**config.mk**
```make
export PLATFORM = sky130hd
export DESIGN_NAME = posit_construction
export DESIGN_NICKNAME = d
export VERILOG_FILES = /design/src/rtl/posit_construction.sv
export SDC_FILE = /design/constraint.sdc
export NUM_CORES = 1
export LEC_CHECK = 0
export CELL_PAD_IN_SITES_DETAIL_PLACEMENT = 1
export CELL_PAD_IN_SITES_GLOBAL_PLACEMENT = 1
export CORE_UTILIZATION = 41
export CTS_CLUSTER_DIAMETER = 30
export DETAILED_ROUTE_END_ITERATION = 8
export PLACE_DENSITY = 0.81
export SYNTH_ARGS = -nofsm -noshare
export SYNTH_HDL_FRONTEND = slang
export SYNTH_SLANG_ARGS = --single-unit
export TNS_END_PERCENT = 30
```
**constraint.sdc**
```tcl
create_clock -name clk -period 4.2 [get_ports clk]
set_input_delay 1.26 -clock clk [delete_from_list [all_inputs] [get_ports clk]]
set_output_delay 1.26 -clock clk [all_outputs]
set_load 0.01 [all_outputs]
```
**src/rtl/posit_construction.sv**
```systemverilog
// Posit encoder: packs sign/regime/exponent/mantissa into an N-bit posit with RNE rounding and
// maxpos/minpos saturation. Three register stages, one global advance enable (stall holds all).
module posit_construction #(
  parameter int N  = 32,
  parameter int ES = 2,
  parameter int RS = $clog2(N)
) (
  input  logic                clk,
  input  logic                rst_n,
  input  logic                in_valid,
  output logic                in_ready,
  input  logic                Sign,
  input  logic signed [RS:0]  k,
  input  logic [ES-1:0]       Exponent,
  input  logic [N-1:0]        Mantissa,
  input  logic                inf,
  input  logic                zero,
  output logic                out_valid,
  input  logic                out_ready,
  output logic [N-1:0]        Posit
);

  localparam int BW = N + ES;
  localparam int WW = 2 * N;
  localparam logic signed [RS+1:0] KMAX = (RS+2)'(N - 2);
  localparam logic signed [RS+1:0] KMIN = (RS+2)'(-(N - 1));

  logic en;
  logic out_valid_q;
  logic [N-1:0] posit_q;

  assign en        = !out_valid_q || out_ready;
  assign in_ready  = en;
  assign out_valid = out_valid_q;
  assign Posit     = posit_q;

  // ---------------- S1: regime length and packed body ----------------
  logic signed [RS+1:0] k_ext;
  logic                 kpos_d;
  logic [RS+1:0]        shamt_d;
  logic [BW-1:0]        body_d;
  logic                 sat_hi_d, sat_lo_d;
  logic                 unused_hidden;

  logic                 v1_q, inf1_q, zero1_q, sign1_q, kpos1_q, sat_hi1_q, sat_lo1_q;
  logic [RS+1:0]        shamt1_q;
  logic [BW-1:0]        body1_q;

  assign unused_hidden = Mantissa[N-1];

  // Body = regime terminator, exponent, fraction; the regime run itself is made by the shift in S2.
  always_comb begin
    k_ext    = {k[RS], k};
    kpos_d   = !k[RS];
    shamt_d  = kpos_d ? k_ext + (RS+2)'(1) : -k_ext;
    body_d   = {!kpos_d, Exponent, Mantissa[N-2:0]};
    sat_hi_d = (k_ext >= KMAX);
    sat_lo_d = (k_ext <= KMIN);
  end

  always_ff @(posedge clk or negedge rst_n) begin
    if (!rst_n) begin
      v1_q      <= 1'b0;
      inf1_q    <= 1'b0;
      zero1_q   <= 1'b0;
      sign1_q   <= 1'b0;
      kpos1_q   <= 1'b0;
      sat_hi1_q <= 1'b0;
      sat_lo1_q <= 1'b0;
      shamt1_q  <= '0;
      body1_q   <= '0;
    end else if (en) begin
      v1_q <= in_valid;
      if (in_valid) begin
        inf1_q    <= inf;
        zero1_q   <= zero;
        sign1_q   <= Sign;
        kpos1_q   <= kpos_d;
        sat_hi1_q <= sat_hi_d;
        sat_lo1_q <= sat_lo_d;
        shamt1_q  <= shamt_d;
        body1_q   <= body_d;
      end
    end
  end

  // ---------------- S2: shift, round, saturate ----------------
  logic [WW-1:0] work;
  logic [N-2:0]  kept, rnd, mag_d;
  logic          guard, sticky;

  logic          v2_q, inf2_q, zero2_q, sign2_q;
  logic [N-2:0]  mag2_q;

  always_comb begin
    work = {body1_q, {(WW-BW){1'b0}}} >> shamt1_q;
    if (kpos1_q) work = work | ~({WW{1'b1}} >> shamt1_q);
    kept   = work[WW-1 -: N-1];
    guard  = work[WW-N];
    sticky = |work[WW-N-1:0];
    rnd    = kept + (N-1)'(guard & (sticky | kept[0]));
    if (sat_hi1_q)                   mag_d = '1;
    else if (sat_lo1_q || rnd == '0) mag_d = (N-1)'(1);
    else                             mag_d = rnd;
  end

  always_ff @(posedge clk or negedge rst_n) begin
    if (!rst_n) begin
      v2_q    <= 1'b0;
      inf2_q  <= 1'b0;
      zero2_q <= 1'b0;
      sign2_q <= 1'b0;
      mag2_q  <= '0;
    end else if (en) begin
      v2_q <= v1_q;
      if (v1_q) begin
        inf2_q  <= inf1_q;
        zero2_q <= zero1_q;
        sign2_q <= sign1_q;
        mag2_q  <= mag_d;
      end
    end
  end

  // ---------------- S3: specials, sign, output register ----------------
  logic [N-1:0] pos, posit_d;

  always_comb begin
    pos = {1'b0, mag2_q};
    if (inf2_q)       posit_d = {1'b1, {(N-1){1'b0}}};
    else if (zero2_q) posit_d = '0;
    else if (sign2_q) posit_d = -pos;
    else              posit_d = pos;
  end

  always_ff @(posedge clk or negedge rst_n) begin
    if (!rst_n) begin
      out_valid_q <= 1'b0;
      posit_q     <= '0;
    end else if (en) begin
      out_valid_q <= v2_q;
      if (v2_q) posit_q <= posit_d;
    end
  end

endmodule

```
Yosys cells after proc, flatten, opt, wreduce, memory -nomap -nowiden
Cells that the tools add are included.

Input bits: 47. Output and inout port bits: 34. Flip-flop bits (word level): 116. Word-level logic and storage cells: 44.

Add/sub/neg operators: 4. Muxes and demuxes: 7. Magnitude comparators: 2. Bitwise logic cells: 4. Shift-type cells: 2. Reductions and logical operators: 9.

Operators with widths (number): $mux 32 (3); $mux 64 (1); $not 64->64 (1); $or 64x64->64 (1); $shr 64x7->64 (1); $shr 64x7->64 const A (1); $mux 31 (2); $neg 31->32 (1); $reduce_or 32->1 (1); $add 31x1->31 (1); $logic_not 31->1 (1); $add 6x2->7 const B (1); $mux 7 (1); $neg 6->7 (1); $ge 6x6->1 const B (1); $le 6x6->1 const B (1); $reduce_and 2->1 (3); $logic_not 1->1 (2); $logic_or 1x1->1 (2); $and 1x1->1 (1); $or 1x1->1 (1).

Longest topological paths before layout
Gate-level depths: netlist of the first run.

Depth after elaboration: 12. Depth in mapped cells: 18. Depth with buffers taken out: 13.

Worst setup path before layout of the first run
Ideal clock, no wire load.

Path kind: register -> register. Start: reg shamt1_q[1]. End: reg mag2_q[0]. Required time: 4.097 ns. Period minus slack after synthesis: 4.191 ns. Path slack: 0.009 ns. Buffers on the path: 4. Cell stages (with the launch flop): 18. Library setup time: 0.103 ns. Arrival time: 4.088 ns. Path through: dfrtp_1 > buf_6 > buf_4 > buf_4 > mux2i_1 > o22ai_1 > or2_2 > a211o_1 > a21oi_1 > o21ai_0 > ha_1 > and3_4 > and3_1 > clkbuf_1 > a31o_1 > a221o_1 > or4_1 > o41ai_2.

Cells in the longest elaborated chain, start to end: 12. Elaborated cells between the ends (all ways): 13. Classes of those cells: 1 x add/sub; 2 x shift; 3 x mux; 4 x bitwise; 3 x reduce/logical.

Ends and longest elaborated chain: start, declared (line 46) `logic [RS+1:0] shamt1_q;`; start signal, assigned (line 81) `shamt1_q <= shamt_d;`; $shr 64x7->64 (line 97) `if (kpos1_q) work = work | ~({WW{1'b1}} >> shamt1_q);`; $not 64->64 (line 97); $or 64x64->64 (line 97); $mux 64 (*) (line 97); $reduce_or 32->1 (line 100) `sticky = |work[WW-N-1:0];`; $or 1x1->1 (line 101) `rnd = kept + (N-1)'(guard & (sticky | kept[0]));`; $and 1x1->1 (line 101); $add 31x1->31 (*) (line 101); $logic_not 31->1 (line 103) `else if (sat_lo1_q || rnd == '0) mag_d = (N-1)'(1);`; $logic_or 1x1->1 (line 103); $mux 31 (*) (line 103); $mux 31 (*) (line 102) `if (sat_hi1_q) mag_d = '1;`; end signal, assigned (line 120) `mag2_q <= mag_d;`; end, declared (line 93) `logic [N-2:0] mag2_q;`.

Every way passes the cells marked *; elsewhere a longest branch is shown, timed or not. A chain may end at the register's enable or synchronous reset.

Worst setup path in the final report of the first run
Ends and elaborated chain as after synthesis.

==> results of run 1 <==
[sequential cells by signal, summed over array words and instances (netlist names)]
| signal | count |
|---|---|
| body1_q | 34 |
| sign2_q | 1 |
| mag2_q | 31 |
| sign1_q | 1 |
| Posit | 32 |
| v2_q | 1 |
| zero1_q | 1 |
| kpos1_q | 1 |
| inf1_q | 1 |
| out_valid | 1 |
| v1_q | 1 |
| sat_lo1_q | 1 |
| sat_hi1_q | 1 |
| inf2_q | 1 |
| shamt1_q | 7 |
| zero2_q | 1 |
[logic make-up after synthesis]
logic type / count (synthesis)
compound gates: 325
xor+xnor: 59
fa+ha+maj: 6
buf+inv: 100
flops: 116
mux: 128
simple gates: 352
[placed cells by master, fill, tap and decap left out, types with 11 or more instances in the layout]
cell             count
a31oi_1             19
o31ai_1             13
or3_1               12
mux2i_1             40
o22ai_1             11
buf_4              200
nor2_1              64
nor3_1              18
nand2_1            137
dfrtp_1            114
clkbuf_16           18
o21ai_0             89
nand3_1             20
inv_1               18
xnor2_1             24
nand2b_1            13
mux2_2              55
mux4_2              23
xor2_1              34
buf_6               12
clkdlybuf4s50_1     78
a21oi_1             62
[power by group]
group / internal [µW] / switching [µW]
clock network: 890 / 671
registers: 1530 / 502
logic: 3000 / 3630
total: 5410 / 4800
[worst max-delay path by stage]
stage | start | endpoint | slack (ns) | cells past startpoint
after CTS | shamt1_q[1] | mag2_q[0] | 0.0004 | 20
after global placement | shamt1_q[2] | mag2_q[0] | 0.0005 | 16
after detailed placement | shamt1_q[2] | mag2_q[0] | -0.17 | 14
final | shamt1_q[1] | mag2_q[0] | -0.15 | 12
after floorplan | shamt1_q[1] | mag2_q[0] | 0.009 | 17
after global routing | shamt1_q[1] | mag2_q[0] | -0.16 | 12
[stage by stage]
| step | TNS, ns | hold slack [ns] | area (µm²) | utilization (%) |
|---|---|---|---|---|
| after floorplan | 0 | 0.433 | 9500 | - |
| after global placement | 0 | 0.451 | 11800 | 51.9 |
| after detailed placement | -0.173 | 0.469 | 11800 | 51.9 |
| after CTS | 0 | 0.482 | 12700 | 55.7 |
| after global routing | -0.219 | 0.501 | 13000 | 57.1 |
| final | -0.153 | 0.474 | 13000 | 57.1 |
[critical path: stages, from the launching register on]
cell and delay, ns:
dfrtp_2 0.43, clkbuf_16 0.19, buf_6 0.14, mux2_2 0.36, mux4_2 0.52, a21oi_1 0.45, a21oi_1 0.19, a2111oi_0 0.72
a31oi_1 0.15, nor4_1 0.32, a21oi_1 0.24, o32ai_1 0.36, o41ai_2 0.13
[routing by layer]
metal	vias up	wire, µm
li1	4565	-
met1	5130	16300
met2	486	20100
met3	151	3040
met4	0	2020
met5	-	0
[area by class of cell]
cell class              instances  area, µm²  area share, %
flip-flops and latches        116       2910           22.4
multi-input cells             870       6420           49.5
clock buffers                  17        425           3.28
well taps                     285        357           2.75
clock inverters                15        171           1.32
repair buffers                300       2610           20.1
inverters                      21       78.8          0.608
[what timing repair did]
action / 4_1_cts / 5_1_grt
resized for setup: 27 / 49
gates cloned: 1 / 0
pin swaps: 10 / 22
buffers inserted: 19 / 15
setup endpoints to repair: 1 / 2
==> impl_metrics.tcl, run 1 <==
set metrics [dict create \
    status "finished with violations" \
    violations "negative setup slack" \
    worstPathArrival_ns 4.67 \
    synth_top_cells_by_area "dfrtp_1, mux2_2, nand2_1, mux4_2, o21ai_0" \
    hpwl_um 29200 \
    die_w_um 154 \
    rows 55 \
    p_leak_uw 0.00540 \
    ys_seq_elements 116 \
    worst_pin_slew_ns 1.07 \
    slew_headroom_pct 29.0 \
    n_antenna_cell 0 \
    powerDensity_nw_per_um2 788 \
    cts_tree "yes" \
    syn-num-nets 1139 \
    endpoint_kind "register" \
    crit_fanout 8 \
    r2r_start "shamt1_q[1]" \
    synth_top_family_by_area "compound AO/OA/AOI/OAI gates" \
    die_area_um2 23800 \
    pre_cts_ws_ns -0.173 \
    post-place-cells 1560 \
    timing.fmax_ghz 0.230 \
    critPathLaunchType "register" \
    synthAdderAreaFrac_pct 0.791 \
    finalCritPeriodShare_pct 104 \
    setup_viol 1 \
    drive_above_1_share_pct 30.0 \
    synth_area_leader_cell "dfrtp_1" \
    clk_pin_slew_ns 0.07 \
    clock_path_buffers 2 \
    final_antenna_net_count 0 \
    ioPinCount 81 \
    required_ns 4.51 \
    skew_ns 0.0170 \
    grtUsageMet1_pct 43.6 \
    synth_most_common_cell "nand2_1" \
    synth_xor_area_share_pct 5.44 \
    regToRegSetupSlack_ns -0.15 \
    crit_type "reg2reg" \
    reg2reg_depth 12 \
    route.detailed.drc 0 \
    synth_top_area_share_pct 30.6 \
    clk_latency_ns 0.45 \
    drt-wirelength-per-cell_um 25.5 \
    ir_drop_v 0.000325 \
    async_flop_share_pct 100 \
    gp_congestion 0.999 \
    fin_ws_ns -0.153 \
    avgSynthCellArea_um2 8.74 \
    synth_edf_count 0 \
    hp-class "reg2reg" \
    cts_sinks 116 \
    cts_root_buf "clkbuf_16" \
    use_met2_pct 59.0 \
    maxCapViolCount 0 \
    drt-pass1-iter-count 5 \
    grt_max_degree 74 \
    die_height_um 154 \
    gr-total-overflow 0 \
    synth_cells 1086 \
    synthDistinctLibCells 92 \
    rsz0062_at_grt "yes" \
    grtUsageMet3_pct 6.78 \
    synth-main-ff-cell "dfrtp_1" \
    port_buffers 79 \
    grt_pass1_vias 10900 \
    final_cells 1624 \
    start_util_pct 41.8 \
    grt_pass1_wl_um 63900 \
    wl_um 41400 \
    grt_busiest_layer "met2" \
    hold_violations 0 \
    nFillCells 2624 \
    nets 1379 \
    cts_hold_buf 0 \
    finalCriticalPeriod_ns 4.35 \
    whs_path_depth 2 \
    ys_seq_area_share_pct 30.6 \
    yosys.area_share.simple_pct 18.3 \
    synthMuxAreaShare_pct 17.4 \
    synth_compound_area_share_pct 22.7 \
    cts.htree.levels 4 \
    vias 10300 \
    track_usage_pct 35.4 \
    hold_path.startpoint "Posit[22]" \
    core-area_um2 22700 \
    vias_per_cell 6.36 \
    yosys_warnings 0 \
    total_power_uw 10200 \
    finalMaxSlewViolations 0 \
    drt_iter0_drc 969 \
    ys_top_cells_by_count "nand2_1, dfrtp_1, o21ai_0, nor2_1, a21oi_1" \
    synth_area_um2 9500 \
    r2r-end "mag2_q[0]" \
    area_growth_pct 36.6 \
    numCtsBuffers 17 \
    hold-path-endpoint "Posit[22]" \
    antenna_found_initial 0 \
]
Note: power is estimated with default switching activity, not from simulation.
==> inputs of run 2 (changes only) <==
--- a/config.mk
+++ b/config.mk
@@ -5,12 +5,15 @@
 export SDC_FILE = /design/constraint.sdc
 export NUM_CORES = 1
 export LEC_CHECK = 0
+export ABC_AREA = 1
 export CELL_PAD_IN_SITES_DETAIL_PLACEMENT = 1
 export CELL_PAD_IN_SITES_GLOBAL_PLACEMENT = 1
-export CORE_UTILIZATION = 41
+export CORE_ASPECT_RATIO = 0.75
+export CORE_UTILIZATION = 37
 export CTS_CLUSTER_DIAMETER = 30
 export DETAILED_ROUTE_END_ITERATION = 8
-export PLACE_DENSITY = 0.81
+export MAX_ROUTING_LAYER = met4
+export PLACE_DENSITY = 0.8
 export SYNTH_ARGS = -nofsm -noshare
 export SYNTH_HDL_FRONTEND = slang
 export SYNTH_SLANG_ARGS = --single-unit
==> run 2 against run 1 <==
  * Critical path depth increased by 15
  * Utilization decreased by 12 points
  * Design area decreased by 12%
  * Via count increased by 7.5%
  * Cell count increased by 22%
  * The run now ends clean
  * Sequential cell count unchanged
  * Worst hold slack improved by 0.0061 ns
  * Combinational power decreased by 26%
  * Critical path type unchanged
==> impl_metrics.tcl, run 2 <==
set metrics [dict create \
    grt_pass1_wl_um 60100 \
    hold_path.startpoint "v2_q" \
    grt_pass1_vias 10800 \
    critPathLaunchType "register" \
    regMostFlops "body1_q" \
    hpwl_um 28500 \
    clk_latency_ns 0.44 \
    skew_ns 0.0101 \
    final_common_cell "nand2_1" \
    nFillCells 3402 \
    setup_viol 0 \
    crit_type "reg2reg" \
    largest_reg_flops 34 \
    synth-main-ff-cell "dfrtp_1" \
    cts_tree "yes" \
    avgSynthCellArea_um2 6.07 \
    synth_cells 1570 \
    ir_drop_v 0.000365 \
    synthDistinctLibCells 47 \
    ys_seq_elements 116 \
    timing.fmax_ghz 0.250 \
    finalCriticalPeriod_ns 4.01 \
    finalMaxSlewViolations 0 \
    die_w_um 187 \
    die_area_um2 26400 \
    synth_top_area_share_pct 30.5 \
    powerDensity_nw_per_um2 721 \
    slowest_stage "dfrtp_2" \
    slew_headroom_pct 28.9 \
    pwr-share-comb_pct 59.1 \
    drt-pass1-iter-count 5 \
    crit_fanout 17 \
    async_flop_share_pct 100 \
    required_ns 4.51 \
    synth_most_common_cell "nand2_1" \
    final_antenna_net_count 0 \
    status "finished, final reports clean" \
    hp-class "reg2reg" \
    nets 1691 \
    core-area_um2 25100 \
    finalSetupTns_ns 0 \
    finalCritPeriodShare_pct 95.4 \
    hold_violations 0 \
    worst_pin_slew_ns 1.07 \
    synth_top_cells_by_area "dfrtp_1, nand2_1, nand3_1, nor2_1, inv_1" \
    cts_sinks 116 \
    seq_power_share_pct 22.8 \
    clock_path_buffers 2 \
    cts_root_buf "clkbuf_16" \
    synth_area_leader_cell "dfrtp_1" \
    r2r_start "shamt1_q[0]" \
    fin_ws_ns 0.194 \
    numCtsBuffers 17 \
    clk_pin_slew_ns 0.06 \
    startpoint "shamt1_q[0]" \
    sw_frac_of_total_pct 51.7 \
    yosys_warnings 0 \
    final_cell_mix "nand2_1, nand3_1, nor2_1" \
    drive_above_1_share_pct 8.79 \
    cts.htree.levels 4 \
    area_growth_pct 20.2 \
    ys_top_cells_by_count "nand2_1, nand3_1, nor2_1, dfrtp_1, inv_1" \
    gr-total-overflow 0 \
    p_sw_uw 4270 \
    route.detailed.drc 0 \
    n_antenna_cell 0 \
    port_buffers 79 \
    ys_seq_area_share_pct 30.5 \
    p_leak_uw 0.00570 \
    drt_iter0_drc 978 \
    intPower_uw 3990 \
    gp_congestion 0.988 \
    die_height_um 141 \
    antenna_found_initial 0 \
    rows 50 \
    start_util_pct 37.9 \
    endpoint_kind "register" \
    critPathMaxStageDelay_ns 0.47 \
    vias_per_cell 5.59 \
    track_usage_pct 30.2 \
    rsz0062_at_grt "no" \
    path_common_cell "nand2_1" \
    ioPinCount 81 \
    drt-wirelength-per-cell_um 19.1 \
    clockPowerShare_pct 18.1 \
    synth_edf_count 0 \
    pre_cts_ws_ns -0.0482 \
    grt_max_degree 61 \
    maxCapViolCount 0 \
    wl_um 38000 \
    synth_area_um2 9530 \
    syn-num-nets 1623 \
    vias 11100 \
    worstPathArrival_ns 4.31 \
]
-- run 2: cell types whose count changed after synthesis, sizes merged, moves of 22 or more --
cell,change
mux2,-60
nor2,+84
xnor2,-22
mux4,-23
nand2,+436
xor2,-25
inv,+102
nand3,+265
mux2i,-45
-- run 2: cell families after synthesis --
kind of cell,after synthesis,synth area share (%)
buf+inv,201,9.19
simple gates,1062,48.5
xor+xnor,12,1.10
compound gates,173,10.0
flops,116,30.5
fa+ha+maj,6,0.787
-- run 2: per-layer routing --
metal | up-vias | wire length (µm) | GRT usage, %
met2 | 307 | 15500 | 41.3
met4 | 0 | 339 | 6.17
met1 | 5521 | 19300 | 43.9
met5 | - | 0 | -
met3 | 30 | 2900 | 7.77
li1 | 5247 | - | -
-- run 2: cell type report --
cell class	instances	area, µm²	area share (%)
multi-input cells	1254	5890	51.4
flip-flops and latches	116	2900	25.3
repair buffers	120	1170	10.2
inverters	128	488	4.26
clock buffers	22	464	4.05
well taps	338	423	3.69
clock inverters	9	104	0.906
repair inverters	1	11.3	0.0983
-- run 2: worst max-delay path, delay by kind of cell (launching register included) --
kind | cells | cell delay, ns
AND/OR/NAND/NOR | 21 | 2.60
buffers and inverters | 4 | 0.53
flip-flops | 1 | 0.47
adder cells (fa/ha/maj) | 1 | 0.16
AO/OA/AOI/OAI | 1 | 0.10
-- run 2: worst paths after layout --
check,endpoint,depth (start not counted),slack (ns)
worst max-delay path,mag2_q[10],27,0.19
worst min-delay path,out_valid,2,0.48
worst max register to register,mag2_q[10],27,0.19
worst min register to register,out_valid,2,0.48
max in group asynchronous,mag2_q[21],2,2.56
min in group asynchronous,Posit[1],1,0.91
-- run 2: power by group through the flow --
stage / clock [µW] / combinational [µW] / sequential [µW]
after floorplan: 0 / 3100 / 1840
after global placement: 0 / 4490 / 1860
after detailed placement: 0 / 4640 / 1890
after CTS: 1520 / 4710 / 1880
after global routing: 1560 / 5380 / 1940
final: 1490 / 4880 / 1880
-- run 2: what timing repair did --
action,CTS,global route
endpoints found under the setup margin,31,31
hold buffers,0,0
hold endpoints to repair,0,0
cloned,1,1
resized for setup,4,27
setup buffers,0,4
pin swaps,0,7
-- run 2: metrics by stage --
step / utilization [%] / total power (µW) / hold WS (ns) / area, µm² / instances
floorplan: - / 4940 / 0.432 / 9530 / 1570
global placement: 42.5 / 6360 / 0.444 / 10700 / 1951
detailed placement: 42.5 / 6520 / 0.467 / 10700 / 1951
CTS: 44.8 / 8100 / 0.480 / 11300 / 1983
global route: 45.6 / 8870 / 0.496 / 11500 / 1988
finish: 45.6 / 8260 / 0.480 / 11500 / 1988
==> inputs of run 3 (changes only) <==
--- a/config.mk
+++ b/config.mk
@@ -6,14 +6,14 @@
 export NUM_CORES = 1
 export LEC_CHECK = 0
 export ABC_AREA = 1
-export CELL_PAD_IN_SITES_DETAIL_PLACEMENT = 1
-export CELL_PAD_IN_SITES_GLOBAL_PLACEMENT = 1
+export CELL_PAD_IN_SITES_DETAIL_PLACEMENT = 2
+export CELL_PAD_IN_SITES_GLOBAL_PLACEMENT = 2
 export CORE_ASPECT_RATIO = 0.75
-export CORE_UTILIZATION = 37
+export CORE_UTILIZATION = 29
 export CTS_CLUSTER_DIAMETER = 30
 export DETAILED_ROUTE_END_ITERATION = 8
 export MAX_ROUTING_LAYER = met4
-export PLACE_DENSITY = 0.8
+export PLACE_DENSITY = 0.81
 export SYNTH_ARGS = -nofsm -noshare
 export SYNTH_HDL_FRONTEND = slang
 export SYNTH_SLANG_ARGS = --single-unit
==> run 3 against run 2 <==
  * The flow now finishes with violations (design-rule violations)
  * Register-to-register slack lost 0.09 ns
  * Die area grew 27%
  * Non-clock buffer count grew 2
  * Sequential power is essentially flat
  * First-iteration DRC count shrank 23%
  * Sequential cell count is the same
  * Sequential share of layout area shrank 0.45 points
  * Critical endpoint is now mag2_q[17]
  * Largest cell class unchanged
==> impl_metrics.tcl, run 3 (synthesized netlist as in run 2, its figures left out) <==
set metrics [dict create \
    status "finished with violations" \
    violations "design-rule violations" \
    cts_sinks 116 \
    crit_type "reg2reg" \
    drt-pass1-iter-count 9 \
    drt-wirelength-per-cell_um 20.5 \
    n_antenna_cell 0 \
    regToRegSetupSlack_ns 0.1 \
    timing.fmax_ghz 0.244 \
    cts_tree "yes" \
    setup_viol 0 \
    grt_pass1_wl_um 65900 \
    finalCriticalPeriod_ns 4.10 \
    final_antenna_net_count 0 \
    numCtsBuffers 17 \
    utilization_pct 36.1 \
    final_cell_mix "nand2_1, nand3_1, nor2_1" \
    ioPinCount 81 \
    skew_ns 0.0110 \
    drive_above_1_share_pct 9.07 \
    regMostFlops "body1_q" \
    vias_per_cell 5.37 \
    required_ns 4.50 \
    hpwl_um 31100 \
    pwr-share-comb_pct 59.0 \
    vias 11300 \
    seq_power_share_pct 22.5 \
    largest_reg_flops 34 \
    track_usage_pct 25.8 \
    clock_path_buffers 2 \
    ir_drop_v 0.000214 \
    cts_hold_buf 0 \
    grt_max_degree 54 \
    cts_root_buf "clkbuf_16" \
    final_common_cell "nand2_1" \
    critPathLaunchType "register" \
    die_w_um 211 \
    slew_headroom_pct 27.0 \
    nets 1694 \
    grt_pass1_vias 11800 \
    die_area_um2 33600 \
    finalMaxSlewViolations 0 \
    clk_latency_ns 0.43 \
    ff_latch_area_um2 2910 \
    route.detailed.drc 2 \
    hp-class "reg2reg" \
    multi_input_area_um2 5920 \
    finalCritPeriodShare_pct 97.6 \
    core-area_um2 32400 \
    die_height_um 159 \
    area_growth_pct 22.5 \
    crit_fanout 15 \
    worst_pin_slew_ns 1.09 \
    antenna_found_initial 0 \
    nFillCells 4031 \
    endpoint_kind "register" \
    maxCapViolCount 0 \
    start_util_pct 29.4 \
    rows 57 \
    whs_ns 0.470 \
    worstPathArrival_ns 4.40 \
    port_buffers 79 \
    hold_violations 0 \
    wl_um 42900 \
    gr-total-overflow 0 \
    p_leak_uw 0.00573 \
    powerDensity_nw_per_um2 723 \
    clockPowerShare_pct 18.5 \
    drt_iter0_drc 753 \
    cts.htree.levels 4 \
    intPower_uw 4020 \
    p_sw_uw 4420 \
    clk_pin_slew_ns 0.06 \
    gp_congestion 0.974 \
    sw_frac_of_total_pct 52.3 \
]
run 3: final timing paths:
kind	cells past startpoint	from	to
min in group asynchronous	1	rst_n	Posit[5]
hold reg to reg	2	v2_q	out_valid
setup reg to reg	26	shamt1_q[0]	mag2_q[17]
max in group asynchronous	2	rst_n	sign1_q
hold / removal	2	v2_q	out_valid
setup / recovery	26	shamt1_q[0]	mag2_q[17]
run 3: worst max-delay path, stage by stage (launching register included):
cell and delay [ns]:
dfrtp_4 0.60, clkbuf_16 0.23, nand2_1 0.08, nand3_1 0.19, nand3_1 0.16, nand3_2 0.11, nand3_1 0.08, nand2_1 0.13
nand2_1 0.06, nand2_1 0.10, nand2_2 0.10, inv_1 0.07, ha_2 0.20, nand2_1 0.09, nor2_4 0.24, nand2_4 0.13
nor2_8 0.18, nand2_1 0.07, nand2_1 0.12, nand2_1 0.08, nor2_2 0.17, nand3_2 0.13, nor2_4 0.17, buf_4 0.17
nand2_8 0.10, nand3_1 0.11, a21oi_1 0.09
run 3: timing repair:
action	in CTS	in global routing
gates cloned	0	6
buffers inserted	0	8
endpoints found under the setup margin	31	31
gates resized for setup	4	33
pin swaps	0	9
run 3: through the flow:
stage                     instances  power (µW)  setup WS (ns)  TNS (ns)  area (µm²)
final                          2096        8440         0.0996         0       11700
after global routing           2096        9070         -0.108     -2.49       11700
after CTS                      2082        8290         0.0384         0       11400
after detailed placement       2050        6620        -0.0500    -0.282       10800
after global placement         2050        6380          0.148         0       10800
after floorplan                1570        4940           1.14         0        9530
run 3: power groups by stage:
stage / Sequential, µW / Combinational, µW / Clock [µW]
after floorplan: 1840 / 3100 / 0
after global placement: 1870 / 4510 / 0
after detailed placement: 1900 / 4720 / 0
after CTS: 1890 / 4810 / 1590
after global routing: 1950 / 5500 / 1620
final: 1900 / 4980 / 1570
run 3: metal layers:
metal / GRT usage (%) / vias to the layer above / share of wire [%]
met5: - / - / 0
met4: 4.74 / 0 / 1.1
met3: 4.02 / 37 / 5.7
met2: 38.5 / 268 / 44
met1: 36.8 / 5699 / 49
li1: - / 5251 / -
run 3: area by class of cell:
cell class / count / area share (%)
flip-flops and latches: 116 / 24.9
well taps: 442 / 4.74
clock inverters: 13 / 1.35
clock buffers: 19 / 3.71
multi-input cells: 1255 / 50.7
inverters: 128 / 4.24
repair buffers: 122 / 10.3
repair inverters: 1 / 0.0965
